**src/rtl/tx_arb_pkg.sv**
```systemverilog
// Shared defaults, width helper and arbiter state type for the TX weighted round-robin arbiter.
package tx_arb_pkg;

    localparam int N_SUBAFUS_DEF = 16;
    localparam int WEIGHT_W_DEF  = 4;

    function automatic int logn_of(input int n);
        return (n < 2) ? 1 : $clog2(n);
    endfunction

    localparam int LOGN_SUBAFUS = logn_of(N_SUBAFUS_DEF);

    typedef enum logic [1:0] {
        IDLE    = 2'd0,
        SERVE   = 2'd1,
        BLOCKED = 2'd2
    } t_arb_state;

endpackage

```
**src/rtl/tx_wrr_arb_rr_pick.sv**
```systemverilog
// Circular first-set-bit finder: returns the first set bit of vec at or after base, wrapping.
// N must be a power of two so the index addition wraps for free.
module rr_pick #(
    parameter int N    = 16,
    parameter int LOGN = 4
) (
    input  logic [N-1:0]    vec,
    input  logic [LOGN-1:0] base,
    output logic            hit,
    output logic [LOGN-1:0] idx
);

    always_comb begin
        logic [LOGN-1:0] cand;
        hit  = 1'b0;
        idx  = '0;
        cand = '0;
        // Walk from farthest to nearest so the nearest set bit is written last.
        for (int k = N - 1; k >= 0; k--) begin
            cand = base + LOGN'(k);
            if (vec[cand]) begin
                hit = 1'b1;
                idx = cand;
            end
        end
    end

endmodule

```
**src/rtl/tx_wrr_arb.sv**
```systemverilog
// Weighted round-robin pop arbiter for sub-AFU TX FIFOs with downstream almost-full back-pressure.
// Define TX_WRR_ARB_WEIGHT_EN for per-requester quanta; without it every quantum is 1 (plain round-robin).
module tx_wrr_arb
    import tx_arb_pkg::*;
#(
    parameter int N_SUBAFUS = N_SUBAFUS_DEF,
    parameter int WEIGHT_W  = WEIGHT_W_DEF
) (
    input  logic                            clk,
    input  logic                            resetb,
    input  logic [N_SUBAFUS-1:0]            req,
    input  logic                            out_almFull,
    input  logic [N_SUBAFUS*WEIGHT_W-1:0]   weight_cfg,
    input  logic                            cfg_load,
    output logic [N_SUBAFUS-1:0]            grant,
    output logic [logn_of(N_SUBAFUS)-1:0]   grant_idx,
    output logic                            grant_v
);

    localparam int LOGN = logn_of(N_SUBAFUS);

    t_arb_state             state_q, state_d;
    logic                   owner_q, owner_d;
    logic [LOGN-1:0]        ptr_q, ptr_d;
    logic [WEIGHT_W-1:0]    qleft_q, qleft_d;
    logic [N_SUBAFUS-1:0]   grant_q, grant_d;
    logic [LOGN-1:0]        grant_idx_q, grant_idx_d;
    logic                   grant_v_q, grant_v_d;

    logic [N_SUBAFUS-1:0]   eligible;
    logic [LOGN-1:0]        pick_base;
    logic                   pick_hit;
    logic [LOGN-1:0]        pick_idx;
    logic [WEIGHT_W-1:0]    reload;
    logic                   serving;

    // A requester popped last cycle still shows its old head; skip it once.
    assign eligible  = req & ~grant_q;
    assign pick_base = ptr_q + LOGN'(1);

    rr_pick #(
        .N    (N_SUBAFUS),
        .LOGN (LOGN)
    ) u_rr_pick (
        .vec  (eligible),
        .base (pick_base),
        .hit  (pick_hit),
        .idx  (pick_idx)
    );

`ifdef TX_WRR_ARB_WEIGHT_EN
    logic [N_SUBAFUS*WEIGHT_W-1:0] weight_q, weight_d;
    logic [WEIGHT_W-1:0]           pick_weight;

    assign weight_d    = cfg_load ? weight_cfg : weight_q;
    assign pick_weight = weight_q[pick_idx*WEIGHT_W +: WEIGHT_W];
    // Quantum counts grants after the loading one; a zero weight behaves as one.
    assign reload      = (pick_weight == '0) ? '0 : pick_weight - WEIGHT_W'(1);

    always_ff @(posedge clk or negedge resetb) begin
        if (!resetb) begin
            weight_q <= {N_SUBAFUS{WEIGHT_W'(1)}};
        end else begin
            weight_q <= weight_d;
        end
    end
`else
    logic unused_cfg;

    assign unused_cfg = ^{weight_cfg, cfg_load};
    assign reload     = '0;
`endif

    assign serving = (state_q == SERVE) || ((state_q == BLOCKED) && owner_q);

    always_comb begin
        state_d     = state_q;
        owner_d     = owner_q;
        ptr_d       = ptr_q;
        qleft_d     = qleft_q;
        grant_d     = '0;
        grant_idx_d = grant_idx_q;

        if (out_almFull) begin
            state_d = BLOCKED;
            owner_d = serving;
        end else if (serving && (qleft_q != '0) && req[ptr_q]) begin
            state_d = SERVE;
            owner_d = 1'b1;
            // Owner still has quantum; if only pop latency blocks it, wait rather than forfeit.
            if (!grant_q[ptr_q]) begin
                grant_d[ptr_q] = 1'b1;
                grant_idx_d    = ptr_q;
                qleft_d        = qleft_q - WEIGHT_W'(1);
            end
        end else if (pick_hit) begin
            state_d           = SERVE;
            owner_d           = 1'b1;
            grant_d[pick_idx] = 1'b1;
            grant_idx_d       = pick_idx;
            ptr_d             = pick_idx;
            qleft_d           = reload;
        end else begin
            state_d = IDLE;
            owner_d = 1'b0;
        end

        grant_v_d = |grant_d;
    end

    always_ff @(posedge clk or negedge resetb) begin
        if (!resetb) begin
            state_q     <= IDLE;
            owner_q     <= 1'b0;
            ptr_q       <= LOGN'(N_SUBAFUS - 1);
            qleft_q     <= '0;
            grant_q     <= '0;
            grant_idx_q <= '0;
            grant_v_q   <= 1'b0;
        end else begin
            state_q     <= state_d;
            owner_q     <= owner_d;
            ptr_q       <= ptr_d;
            qleft_q     <= qleft_d;
            grant_q     <= grant_d;
            grant_idx_q <= grant_idx_d;
            grant_v_q   <= grant_v_d;
        end
    end

    assign grant     = grant_q;
    assign grant_idx = grant_idx_q;
    assign grant_v   = grant_v_q;

endmodule
```
**config.mk**
```make
export PLATFORM = sky130hd
export DESIGN_NAME = tx_wrr_arb
export DESIGN_NICKNAME = d
export VERILOG_FILES = /design/src/rtl/tx_arb_pkg.sv /design/src/rtl/tx_wrr_arb_rr_pick.sv /design/src/rtl/tx_wrr_arb.sv
export SDC_FILE = /design/constraint.sdc
export NUM_CORES = 1
export LEC_CHECK = 0
export CORE_ASPECT_RATIO = 1.1
export CORE_MARGIN = 4
export CORE_UTILIZATION = 50
export CTS_BUF_LIST = sky130_fd_sc_hd__clkbuf_8
export CTS_CLUSTER_DIAMETER = 50
export CTS_CLUSTER_SIZE = 28
export DETAILED_ROUTE_END_ITERATION = 7
export GPL_TIMING_DRIVEN = 1
export HOLD_SLACK_MARGIN = 0.08
export PLACE_DENSITY = 0.8
export SETUP_SLACK_MARGIN = 0.3
export SKIP_CTS_REPAIR_TIMING = 1
export SLEW_MARGIN = 0
export SYNTH_ARGS = -nofsm -noshare
export SYNTH_HDL_FRONTEND = slang
export SYNTH_SLANG_ARGS = --single-unit
```
**constraint.sdc**
```tcl
create_clock -name clk -period 8.6 [get_ports clk]
set_clock_uncertainty 0.05 [all_clocks]
set_input_delay 0.86 -clock clk [delete_from_list [all_inputs] [get_ports clk]]
set_output_delay 0.86 -clock clk [all_outputs]
set_load 0.05 [all_outputs]
```
# --- Word-level counts from Yosys, hierarchy flattened ---
# Cells that the tools add are included.
# Widths: inputs -> output; s select.
word_totals:
  regBits: 32
  latchBits: 0
  mem_bits_rw: 0
  romBits: 0
  inputBits: 84
  output_inout_bits: 21
  wordCells: 150
  mem_count: 0
classes:
  add_sub_neg: 17
  n_mul: 0
  n_div: 0
  magnitude_cmp: 20
  n_eq_ne: 3
  shift: 0
  n_mux: 88
  bitwise: 4
  n_reduce_logical: 11
op_table:
  columns: ["operator", "n"]
  rows:
  - ["$lt 4x5->1 const B", 18]
  - ["$mux 4", 22]
  - ["$bmux 1 s4", 18]
  - ["$mux 16", 4]
  - ["$mux 1", 41]
  - ["$add 4x4->4 const B", 8]
  - ["$add 4x3->4 const B", 4]
  - ["$and 16x16->16", 1]
  - ["$not 16->16", 1]
  - ["$reduce_or 16->1", 1]
  - ["$add 4x1->4 const B", 2]
  - ["$add 4x2->4 const B", 2]
  - ["$demux 1 s4", 2]
  - ["$ge 4x1->1 const B", 2]
  - ["$reduce_and 3->1", 2]
  - ["$logic_and 1x1->1", 5]
  - ["$reduce_bool 4->1", 1]
  - ["$sub 4x1->4 const B", 1]
  - ["$eq 2x1->1 const B", 1]
  - ["$eq 2x2->1 const B", 1]
  - ["$mux 2", 1]
  - ["$ne 2x2->1 const B", 1]
  - ["$not 1->1", 2]
  - ["$reduce_bool 2->1", 1]
  - ["$logic_or 1x1->1", 1]

# --- Logic depth before layout (Yosys ltp) ---
# Gate-level depths: netlist (run 1).
depth:
  word_depth: 28
  ltp_mapped: 18
  ltp_nobuf: 13

# --- Modules after synthesis ---
# Synthesis (run 1) repeated with hierarchy kept, for this count alone.
hier_totals:
  hier_cells: 472
  hier_area_um2: 4444.3
by_module_without_submodules:
  columns: ["module", "instances", "cells_per_inst", "area_per_inst_um2"]
  rows:
  - ["rr_pick", 1, 259, 2328.5]
  - ["tx_wrr_arb", 1, 213, 2115.8]

# --- Least setup slack after synthesis (run 1) ---
# Ideal clock, no wire load.
synth_timing:
  kind: "register to register"
  from: "reg ptr_q[1]"
  to: "reg grant_v_q (netlist: grant_v)"
  setup_time_ns: 0.141
  t_arrival_ns: 3.828
  t_required_ns: 8.409
  slack_ns: 4.580
  path_stages_with_launch: 15
  n_path_buf: 2
  synth_period_minus_slack_ns: 4.020
  path_cell_list: "dfstp_2 clkbuf_1 inv_1 ha_1 buf_1 mux4_2 mux2i_1 mux2i_1 or3b_1 a311oi_1 a211oi_1 a211o_1 and2_1 a31oi_1 o2111ai_1"
synth_between:
  elab_chain_cells: 28
  elab_cells_between_ends: 100
  classes_between: "add/sub (16); order compare (4); mux (76); reduce/logical (4)"
synth_rtl:
  columns: ["item", "line_no", "rtl"]
  rows:
  - ["start: declaration", "tx_wrr_arb.sv:24", "logic [LOGN-1:0] ptr_q, ptr_d;"]
  - ["start signal: assignment", "tx_wrr_arb.sv:115", "ptr_q <= LOGN'(N_SUBAFUS - 1);"]
  - ["start signal: assignment", "tx_wrr_arb.sv:123", "ptr_q <= ptr_d;"]
  - ["$add 4x1->4", "tx_wrr_arb.sv:39", "assign pick_base = ptr_q + LOGN'(1);"]
  - ["$add 4x4->4", "tx_wrr_arb_rr_pick.sv:20", "cand = base + LOGN'(k);"]
  - ["$bmux 1 s4", "tx_wrr_arb_rr_pick.sv:21", "if (vec[cand]) begin"]
  - ["$mux 1 (implied by the code)", "tx_wrr_arb_rr_pick.sv:21", null]
  - ["$mux 4 (16 in series)", "tx_wrr_arb_rr_pick.sv:21", null]
  - ["$lt 4x5->1 (implied by the code) or $ge 4x1->1 (tied branches)", "tx_wrr_arb.sv:99", "grant_d[pick_idx] = 1'b1;"]
  - ["$logic_and 1x1->1 (implied by the code)", "tx_wrr_arb.sv:99", null]
  - ["$mux 1 (implied by the code)", "tx_wrr_arb.sv:99", null]
  - ["$demux 1 s4", "tx_wrr_arb.sv:99", null]
  - ["$mux 16", "tx_wrr_arb.sv:96", "end else if (pick_hit) begin"]
  - ["$mux 16 (*)", "tx_wrr_arb.sv:87", "end else if (serving && (qleft_q != '0) && req[ptr_q]) begin"]
  - ["$mux 16 (*)", "tx_wrr_arb.sv:84", "if (out_almFull) begin"]
  - ["$reduce_or 16->1 (*)", "tx_wrr_arb.sv:108", "grant_v_d = |grant_d;"]
  - ["via grant_v_d", "tx_wrr_arb.sv:28", "logic grant_v_q, grant_v_d;"]
  - ["end signal: assignment", "tx_wrr_arb.sv:127", "grant_v_q <= grant_v_d;"]
  - ["end: declaration", "tx_wrr_arb.sv:28", null]
# Mark *: on every way through the listed nets, which the timed path passes. The rest lies on a longest branch. The select of a mux whose other input is x is not followed.
# A chain may end at the register's enable or synchronous reset.

# --- Final worst setup path (run 1) ---
layout_timing:
  from: "reg ptr_q[0]"
  to: "reg grant_v_q (netlist: grant_v)"
# Same word-level chain as after synthesis.

==> metrics.yaml, run 1 <==
routed_wl_um: 12900
routabilityCongestion: 0.963
synth-edff-count: 0
status: "complete, no violations"
dpl.hpwl_um: 9750
ys_types: 87
syn_to_final_growth_pct: 10.8
rows: 35
crit_type: "flip-flop to flip-flop"
ys.flop_type: "dfrtp_1"
async_reset_ff_frac: 1.00
clk_path_buf_depth: 2
avgRoutedWirePerCell_um: 21.6
crit_chain: "inv_4, ha_1, buf_4, inv_1, a211o_1, o211ai_2, mux2i_1, nand4_1, a2111oi_0, nor3_1, a21oi_4, nor2_2, a31oi_1, o2111ai_1"
synth-seq-area-share: 0.185
cts.sinks: 32
post-route-util: 0.572
remaining_drc_errors: 0
synthCells: 461
tightest_slew_ns: 1.10
yosysWarningCount: 0
min_path_type: "flip-flop to flip-flop"
nets: 575
dr.pass1.iters: 5
fmax_mhz: 172
max-slew-margin-rel: 0.260
cts_inserted_buffers: 5
cp_slowest_cell: "dfstp_2"
endpoint_kind: "flip-flop"
avgSynthCellArea_um2: 9.46
diodes: 0
die_y_um: 106
cts.htree.levels: 2
ant_nets: 0
critPathLaunchType: "flip-flop"
vias: 4155
final_layout_size_suffix_gt1_frac: 0.167
required_ns: 8.69
io_pins: 105
synthesis.area_um2: 4360
slew_viol_final: 0
tns_ns: 0
clock_latency_ns: 0.28
portBuffers: 39
worstPathArrival_ns: 5.90
setup-violations-final: 0
maxCapViolCount: 0
drtIter0Drc: 428
die_area_um2: 10300
max_stage_delay_ns: 0.87
hold_viol_final: 0
grt_pass1_wl_um: 21000
initial_core_util: 0.516
track_usage: 0.248
ys_seq_elements: 32
overflow: 0
cts_root_buf: "clkbuf_8"
path_clk_slew_ns: 0.06
core-area_um2: 8450
path_max_fanout: 29
grt_pass1_vias: 4114
antenna_found_initial: 0
finalCritPeriodShare: 0.675
via_per_inst: 6.97
final_common_cell: "clkdlybuf4s50_1"
rsz0062_at_grt: "no"
die_w_um: 97.1
cts_tree: "built"
layout_common_cells: "clkdlybuf4s50_1, mux2i_1, nand2_1"
grt_max_degree: 41
min_period_ns: 5.81
synth_nets: 552
==> per-stage QoR <==
stage	setup WS (ns)	std cells	cell area, um^2	hold WS (ns)
2_1_floorplan	4.58	461	4360	0.423
3_3_place_gp	3.14	588	4740	0.423
3_5_place_dp	2.98	588	4740	0.444
4_1_cts	2.96	596	4830	0.459
5_1_grt	2.49	596	4830	0.479
6_report	2.79	596	4830	0.453
==> metal layers <==
metal  vias to the layer above  part of all wire  global-route usage
li1                       1836                 -                   -
met1                      2060              0.40               0.320
met2                       223              0.49               0.416
met3                        36             0.075              0.0413
met4                         0             0.028              0.0963
met5                         -                 0                   0
==> layout make-up <==
| cell class | count | area [um^2] |
|---|---|---|
| multi-input combinational | 385 | 3320 |
| timing repair buffer | 42 | 413 |
| sequential | 32 | 806 |
| fill | 716 | 3620 |
| clock buffer | 6 | 82.6 |
| tap | 111 | 139 |
| clock inverter | 2 | 7.51 |
| inverter | 18 | 70.1 |
==> worst paths after layout <==
kind | startpoint | endpoint | slack (ns) | cells after the start
hold / removal | grant_idx[0] | grant_idx[0] | 0.45 | 1
hold reg to reg | grant_idx[0] | grant_idx[0] | 0.45 | 1
max in group asynchronous | resetb | ptr_q[2] | 7.27 | 2
setup / recovery | ptr_q[0] | grant_v | 2.79 | 14
min in group asynchronous | resetb | owner_q | 0.91 | 2
setup reg to reg | ptr_q[0] | grant_v | 2.79 | 14
==> state kept, by name, summed over array words and instances (netlist names) <==
| signal | cells |
|---|---|
| qleft_q | 4 |
| grant_idx | 4 |
| ptr_q | 4 |
| state_q | 2 |
| grant_v | 1 |
| grant | 16 |
| owner_q | 1 |
==> synthesized netlist by cell type, drive strengths merged, types with 5 or more instances <==
| library cell | instances | area (um^2) |
|---|---|---|
| nand2b | 16 | 100 |
| dfrtp | 28 | 701 |
| o21ai | 18 | 90.1 |
| o211ai | 8 | 78.8 |
| mux2i | 42 | 473 |
| inv | 17 | 66.3 |
| a221oi | 5 | 50.0 |
| nand4 | 5 | 31.3 |
| nor2 | 30 | 118 |
| ha | 7 | 87.6 |
| mux4 | 25 | 567 |
| a21oi | 21 | 116 |
| a211o | 5 | 43.8 |
| xnor2 | 10 | 136 |
| nand2 | 33 | 126 |
| nand3 | 11 | 55.1 |
| buf | 19 | 145 |
| nor3 | 10 | 55.1 |
| nor4 | 6 | 37.5 |
| a22oi | 5 | 42.5 |
| clkbuf | 7 | 26.3 |
| mux2 | 15 | 184 |
| nor2b | 20 | 125 |
| nor4bb | 8 | 80.1 |
| o22ai | 18 | 119 |
==> worst max-delay path, delay by kind of cell (launching register included) <==
kind	cells	cell delay, ns
mux	1	0.68
fa+ha+maj	1	0.63
compound gates	6	1.88
simple gates	3	0.48
flops	1	0.87
buf+inv	3	1.04
==> kinds of logic (layout without fill, tap and decap cells) <==
kind of cell             Yosys count  in the layout  share of synthesized area
AO/OA/AOI/OAI                    116            116                      0.199
flip-flops                        32             32                      0.185
multiplexers                      82             82                      0.280
adder cells (fa/ha/maj)            7              7                     0.0201
XOR/XNOR                          14             14                     0.0442
buffers and inverters             44             68                     0.0554
AND/OR/NAND/NOR                  166            166                      0.216
Power of run 1 is not shown: default switching activity piles up to over one toggle a cycle in this logic, so the estimate is an artifact.
==> inputs of run 2 (changes only) <==
--- a/config.mk
+++ b/config.mk
@@ -7,14 +7,14 @@
 export LEC_CHECK = 0
 export CORE_ASPECT_RATIO = 1.1
 export CORE_MARGIN = 4
-export CORE_UTILIZATION = 50
+export CORE_UTILIZATION = 47
 export CTS_BUF_LIST = sky130_fd_sc_hd__clkbuf_8
 export CTS_CLUSTER_DIAMETER = 50
 export CTS_CLUSTER_SIZE = 28
 export DETAILED_ROUTE_END_ITERATION = 7
 export GPL_TIMING_DRIVEN = 1
 export HOLD_SLACK_MARGIN = 0.08
-export PLACE_DENSITY = 0.8
+export PLACE_DENSITY = 0.79
 export SETUP_SLACK_MARGIN = 0.3
 export SKIP_CTS_REPAIR_TIMING = 1
 export SLEW_MARGIN = 0
==> constraint.sdc (replaced) <==
create_clock -name clk -period 4.8 [get_ports clk]
set_clock_uncertainty 0.05 [all_clocks]
set_input_delay 0.48 -clock clk [delete_from_list [all_inputs] [get_ports clk]]
set_output_delay 0.48 -clock clk [all_outputs]
set_load 0.05 [all_outputs]
==> run 2 against run 1 <==
- sequential share of layout area is 1.2 points lower
- fmax is 31% higher
- critical path depth is 1 higher
- core utilization is 0.81 points higher
- critical path type unchanged
==> metrics.yaml, run 2 (synthesis gave the netlist of run 1 again) <==
status: "complete, no violations"
largest_reg_flops: 16
wl_met1_um: 5300
rows: 36
maxCapViolCount: 0
endpoint_kind: "flip-flop"
die_w_um: 99.9
cts_root_buf: "clkbuf_8"
nets: 604
ant_nets: 0
final_common_cell: "clkdlybuf4s50_1"
overflow: 0
finalCritPeriodShare: 0.925
routabilityCongestion: 1.00
tightest_slew_ns: 0.571
final_layout_size_suffix_gt1_frac: 0.241
rsz0062_at_grt: "yes"
dr.max_layer_used: "met4"
critPathLaunchType: "flip-flop"
diodes: 0
regArea_um2: 806
cts_inserted_buffers: 5
grt_max_degree: 49
max-slew-margin-rel: 0.608
remaining_drc_errors: 0
dr.pass1.iters: 5
required_ns: 4.95
dp_slack_ns: 0.229
path_clk_slew_ns: 0.06
initial_core_util: 0.487
core-area_um2: 8960
routed_wl_um: 13200
portBuffers: 39
hold_viol_final: 0
track_usage: 0.239
min_period_ns: 4.44
slew_viol_final: 0
via_per_inst: 6.81
syn_to_final_growth_pct: 19.2
placed_area_um2: 4890
drtIter0Drc: 572
setup-violations-final: 0
cts.htree.levels: 2
crit_type: "flip-flop to flip-flop"
dr_wl_met3_um: 962
grt_pass1_wl_um: 20900
path_max_fanout: 41
vias: 4276
design_area_um2: 5200
io_pins: 105
layout_common_cells: "clkdlybuf4s50_1, nand2_1, mux2i_1"
cts_tree: "built"
met2_length_um: 6600
die_y_um: 109
fmax_mhz: 225
fin_ws_ns: 0.360
min_path_type: "flip-flop to flip-flop"
clk_path_buf_depth: 2
clock_latency_ns: 0.28
grt_pass1_vias: 3950
worstPathArrival_ns: 4.59
dpl.hpwl_um: 9990
antenna_found_initial: 0
tns_ns: 0
die_area_um2: 10900
cts.sinks: 32
avgRoutedWirePerCell_um: 21.1
multi_input_area_um2: 3440
fillers: 771
run 2: metal layers:
metal  track usage  up-vias
met3        0.0288       37
li1              -     1902
met4        0.0907        0
met1         0.324     2117
met5             0        -
met2         0.393      220
run 2: through the flow:
| step | instances | util | hold WS [ns] |
|---|---|---|---|
| floorplan | 461 | - | 0.134 |
| global placement | 608 | 0.545 | 0.424 |
| detailed placement | 608 | 0.545 | 0.424 |
| CTS | 616 | 0.555 | 0.438 |
| global route | 628 | 0.580 | 0.462 |
| finish | 628 | 0.580 | 0.433 |
run 2: area by class of cell:
| cell class | instances | share of cell area |
|---|---|---|
| repair buffers | 71 | 0.124 |
| clock inverters | 2 | 0.00144 |
| inverters | 18 | 0.0142 |
| flip-flops and latches | 32 | 0.155 |
| clock buffers | 6 | 0.0159 |
| well taps | 114 | 0.0274 |
| multi-input cells | 385 | 0.662 |
run 2: critical path: stages, from the launching register on:
cell and delay (ns):
dfstp_2 0.68, inv_1 0.12, ha_1 0.32, buf_12 0.19, and4b_1 0.22, nor4_2 0.39, mux2i_1 0.29, mux2_4 0.36
or4_4 0.57, a221o_1 0.27, nand4b_1 0.14, a21oi_4 0.11, buf_4 0.16, o21ai_1 0.19, a32oi_1 0.09, o2111ai_1 0.18
run 2: worst paths after layout:
path | from | to | slack, ns | depth (start not counted)
setup / recovery | ptr_q[1] | grant_v | 0.36 | 15
hold / removal | grant_idx[0] | grant_idx[0] | 0.43 | 1
setup reg to reg | ptr_q[1] | grant_v | 0.36 | 15
hold reg to reg | grant_idx[0] | grant_idx[0] | 0.43 | 1
max in group asynchronous | resetb | ptr_q[2] | 3.85 | 2
min in group asynchronous | resetb | grant_idx[0] | 0.53 | 2
Power of run 2 is left out for the same reason.
